File: src/rtl/descramble_pdu.sv
// BTLE receive dewhitening (x^7+x^4+1, channel seeded) with PDU framing:
// decodes the header length octet and flags the final CRC bit of each frame.
module descramble_pdu #(
    parameter int CHANNEL_NUMBER_BIT_WIDTH = 6,
    parameter int HEADER_BIT_LENGTH        = 16,
    parameter int CRC_BIT_LENGTH           = 24
) (
    input  logic                                clk,
    input  logic                                rst,
    input  logic [CHANNEL_NUMBER_BIT_WIDTH-1:0] channel_number,
    input  logic                                channel_number_load,
    input  logic                                data_in,
    input  logic                                data_in_valid,
    output logic                                data_out,
    output logic                                data_out_valid,
    output logic                                data_out_valid_last,
    output logic [7:0]                          payload_length,
    output logic                                payload_length_valid
);

    localparam logic [10:0] HDR_LAST = 11'(HEADER_BIT_LENGTH - 1);
    localparam logic [10:0] CRC_LAST = 11'(CRC_BIT_LENGTH - 1);

    typedef enum logic [1:0] {IDLE, HEADER, PAYLOAD, CRC} state_t;

    state_t      state;
    state_t      state_next;
    logic [6:0]  lfsr;
    logic [6:0]  seed;
    logic [10:0] bit_cnt;
    logic [7:0]  len_shift;
    logic [7:0]  len_new;
    logic        accept;
    logic        w;
    logic        bit_out;
    logic        cnt_clr;
    logic        last_bit;
    logic        len_done;

    // s[0]=1, s[1]=channel MSB ... s[6]=channel LSB
    assign seed = {channel_number[0], channel_number[1], channel_number[2],
                   channel_number[3], channel_number[4], channel_number[5], 1'b1};

    assign accept  = data_in_valid && !channel_number_load && (state != IDLE);
    assign w       = lfsr[6];
    assign bit_out = data_in ^ w;
    // Header bits arrive LSB first; after bit 15 the top octet is the length.
    assign len_new = {bit_out, len_shift[7:1]};

    always_ff @(posedge clk or negedge rst) begin
        if (!rst) state <= IDLE;
        else      state <= state_next;
    end

    always_comb begin
        state_next = state;
        cnt_clr    = 1'b0;
        last_bit   = 1'b0;
        len_done   = 1'b0;
        case (state)
            HEADER: begin
                if (accept && bit_cnt == HDR_LAST) begin
                    len_done   = 1'b1;
                    cnt_clr    = 1'b1;
                    state_next = (len_new != 8'd0) ? PAYLOAD : CRC;
                end
            end
            PAYLOAD: begin
                if (accept && bit_cnt == ({payload_length, 3'b000} - 11'd1)) begin
                    cnt_clr    = 1'b1;
                    state_next = CRC;
                end
            end
            CRC: begin
                if (accept && bit_cnt == CRC_LAST) begin
                    last_bit   = 1'b1;
                    cnt_clr    = 1'b1;
                    state_next = IDLE;
                end
            end
            default: ;
        endcase
        // A load always restarts framing, aborting any frame in progress.
        if (channel_number_load) begin
            state_next = HEADER;
            cnt_clr    = 1'b1;
        end
    end

    always_ff @(posedge clk or negedge rst) begin
        if (!rst) begin
            lfsr                 <= 7'd0;
            bit_cnt              <= 11'd0;
            len_shift            <= 8'd0;
            payload_length       <= 8'd0;
            data_out             <= 1'b0;
            data_out_valid       <= 1'b0;
            data_out_valid_last  <= 1'b0;
            payload_length_valid <= 1'b0;
        end else begin
            if (channel_number_load)
                lfsr <= seed;
            else if (last_bit)
                lfsr <= 7'd0;
            else if (accept)
                lfsr <= {lfsr[5], lfsr[4], lfsr[3] ^ w, lfsr[2], lfsr[1], lfsr[0], w};

            if (cnt_clr)     bit_cnt <= 11'd0;
            else if (accept) bit_cnt <= bit_cnt + 11'd1;

            if (accept && state == HEADER) len_shift <= len_new;
            if (len_done) payload_length <= len_new;
            if (accept) data_out <= bit_out;

            data_out_valid       <= accept;
            data_out_valid_last  <= last_bit;
            payload_length_valid <= len_done;
        end
    end

endmodule
File: config.mk
export PLATFORM = sky130hd
export DESIGN_NAME = descramble_pdu
export DESIGN_NICKNAME = d
export VERILOG_FILES = /design/src/rtl/descramble_pdu.sv
export SDC_FILE = /design/constraint.sdc
export NUM_CORES = 1
export LEC_CHECK = 0
export ABC_AREA = 1
export CAP_MARGIN = 20
export CORE_AREA = 8 8 92 94
export CTS_CLUSTER_DIAMETER = 100
export DETAILED_ROUTE_END_ITERATION = 6
export DIE_AREA = 0 0 100 102
export DONT_BUFFER_PORTS = 1
export SETUP_SLACK_MARGIN = 0.2
export SLEW_MARGIN = 20
export SYNTH_ARGS = -nofsm -noshare
export SYNTH_HDL_FRONTEND = slang
export SYNTH_SLANG_ARGS = --single-unit
export TNS_END_PERCENT = 1
File: constraint.sdc
create_clock -name clk -period 4.3 [get_ports clk]
set_input_delay 1.29 -clock clk [delete_from_list [all_inputs] [get_ports clk]]
set_output_delay 1.29 -clock clk [all_outputs]
set_load 0.05 [all_outputs]
==> impl_metrics.csv <==
group,metric,value,unit
layout,final_layout_size_suffix_gt1_frac,0.07823,
cts,clkTransAtPathRegs,0.08,ns
grt,grt_max_degree,40,
detailed_routing,dr.first_iter.drc_count,86,
sta,worst_slew_pin_slew,0.6509,ns
critical_path,cp.required,4.53,ns
grt,grtUsageTotal,0.1061,
cts,cts.repair.resized,0,
worst_hold_path,min_path_type,"flop to flop",
synthesis,synth.area.top_cells,"dfrtp_1 (43%), nand2_1 (15%), inv_1 (6.5%), nand3_1 (4.7%), nor2_1 (4.0%)",
critical_path,slowest_stage,"dfrtp_1",
layout,final_nets,306,
sta,slew-limit-headroom,0.5660,
power,vdd_drop_max,0.2042,mV
synthesis,syn_inst,291,
layout,final_common_cell,"nand2_1",
floorplan,die_h,102,um
synthesis,synth_top_area_share,0.4329,
synthesis,ys_types,32,
grt,grt_pass1_vias,1737,
floorplan,die_area,10200,um^2
floorplan,start_util,0.3194,
cts,cts_tree,"yes",
floorplan,die_x,100,um
floorplan,coreArea,7059,um^2
critical_path,cp_cell_sequence,"inv_1, ha_1, inv_1, nand2_1, nand2_1, nand2_1, nand2_1, nand2_1, nor2_1, nand4_4, nand3_4, nand2_1, nand2_1",
detailed_routing,routed_wl,4976,um
place,place.detailed.hpwl,3745,um
sta,setup_viol,0,
power,powerDensity,407.8,nW/um^2
detailed_routing,first_pass_iters,4,
place,io_buffers,0,
flow_run,cap_violations,0,
power,leakage,0.001161,uW
synthesis,synth.avg_cell_area,7.748,um^2
synthesis,ys_seq_elements,39,
cts,clk_path_buf_depth,2,
layout,num-fill-cells,769,
critical_path,critPathMaxStageDelay,0.70,ns
synthesis,synth_largest_area_cell,"dfrtp_1",
critical_path,cp-end-kind,"flop",
layout,final_cell_mix,"nand2_1 (92), inv_1 (39), dfrtp_1 (39)",
place,preCtsSetupSlack,1.722,ns
detailed_routing,drc_errors,0,
outcome,outcome,"finished clean",
synthesis,synth_nets,304,
floorplan,rows,31,
detailed_routing,wl_per_cell,12.66,um
detailed_routing,postRouteAntennaNets,0,
cts,root_buffer,"clkbuf_8",
sta,tns,0,ns
floorplan,num_io_pins,23,
cts,cts_sinks,39,
cts,cts_inserted_buffers,5,
critical_path,timing.critical_path.mode_cell,"nand2_1",
synthesis,yosys_warnings,0,
critical_path,start_kind,"flop",
grt,overflow,0,
grt,antenna_found_initial,0,
layout,area_growth,9.101,%
sta,finalCriticalPeriod,2.397,ns
critical_path,crit_type,"flop to flop",
sta,timing.fmax,417.2,MHz
cts,clk_latency,0.29,ns
critical_path,worstPathMaxFanout,9,
synthesis,ys_seq_area_frac,0.4329,
critical_path,cp_top_family,"simple AND/OR/NAND/NOR gates",
place,place_congestion,0.8642,
sta,drv_slew,0,
critical_path,worst-path-buf-inv,2,
critical_path,cp.arrival,2.63,ns
sta,skew,0.01076,ns
sta,rsz0062_at_grt,"no",
sta,finalCritPeriodShare,0.5574,
grt,grt_pass1_wl,8680,um
cts,htreeDepth,2,
detailed_routing,vias,1787,
detailed_routing,vias_per_cell,4.547,
cts,cts_setup_buffers,0,
layout,antenna_cells,0,
synthesis,synth.cell_area,2255,um^2
sta,setup_ws,1.903,ns
sta,hold_violations,0,
cts,cts_hold_buf,0,
-- state kept, by name, summed over array words and instances (netlist names) --
register	flops
data_out	1
payload_length	8
state	2
data_out_valid	1
payload_length_valid	1
lfsr	7
bit_cnt	11
data_out_valid_last	1
len_shift	7
-- cells by family after synthesis --
| kind of cell | after synthesis | synth area share |
|---|---|---|
| buffers and inverters | 48 | 0.08989 |
| AO/OA/AOI/OAI | 27 | 0.07214 |
| AND/OR/NAND/NOR | 163 | 0.3474 |
| adder cells (fa/ha/maj) | 2 | 0.01110 |
| XOR/XNOR | 12 | 0.04661 |
| flip-flops | 39 | 0.4329 |
-- power by group --
part / total, uW / leakage [uW] / internal [uW] / switching [uW]
Clock: 323 / 0.0000612 / 188 / 135
Combinational: 183 / 0.000588 / 66.3 / 117
Sequential: 497 / 0.000512 / 424 / 73.6
Total: 1000 / 0.00116 / 678 / 325
-- worst paths after layout --
path,from,end,slack (ns),cells past startpoint
max,payload_length[0],state[0],1.90,13
min,lfsr[5],lfsr[5],0.51,2
max reg2reg,payload_length[0],state[0],1.90,13
min reg2reg,lfsr[5],lfsr[5],0.51,2
max in group asynchronous,rst,bit_cnt[3],3.52,0
min in group asynchronous,rst,bit_cnt[4],0.68,0
-- Yosys cell counts --
library cell and instances:
a21oi_1 4, a31oi_1 1, buf_2 1, buf_4 2, buf_6 1, clkbuf_2 1, dfrtp_1 39, ha_1 2
inv_1 39, inv_2 2, inv_4 2, nand2_1 92, nand2_2 1, nand2_4 1, nand3_1 21, nand3_4 3
nand3b_1 2, nand4_1 10, nand4_4 1, nor2_1 24, nor2_2 1, nor2_8 1, nor3_1 3, nor3_2 1
nor3_4 1, nor4_1 1, o211ai_1 2, o21ai_0 17, o21bai_4 1, o221ai_1 2, xnor2_1 4, xor2_1 8
-- per-stage QoR --
step                      utilization  hold slack [ns]  instance area [um^2]  instances  total power (uW)
final                          0.3485           0.5085                  2460        393              1003
after global routing           0.3485           0.5373                  2460        393              1065
after CTS                      0.3485           0.5098                  2460        393              1008
after detailed placement       0.3318           0.4913                  2342        385             689.2
after global placement         0.3318           0.4844                  2342        385             686.5
after floorplan                     -           0.4660                  2255        291             644.9
-- routing by layer --
layer	up-vias	share of wire	GRT usage
met4	0	0.016	0.03837
met1	822	0.48	0.1304
met3	8	0.041	0.02520
met2	27	0.47	0.1770
li1	930	-	-
met5	-	0	0
-- cell type report --
cell class | instances | area, um^2 | area share
multi-input combinational | 204 | 1076 | 0.4374
sequential | 39 | 975.9 | 0.3967
inverter | 43 | 166.4 | 0.06765
tap | 99 | 123.9 | 0.05036
clock buffer | 6 | 82.58 | 0.03357
clock inverter | 2 | 35.03 | 0.01424
-- worst reg2reg max path, cell delays in order, from the launching register on --
cell     delay [ns]
dfrtp_1        0.70
inv_1          0.21
ha_1           0.29
inv_1          0.06
nand2_1        0.05
nand2_1        0.09
nand2_1        0.05
nand2_1        0.05
nand2_1        0.07
nor2_1         0.22
nand4_4        0.25
nand3_4        0.17
nand2_1        0.07
nand2_1        0.06
No activity file was read; power rests on OpenSTA's default activity.
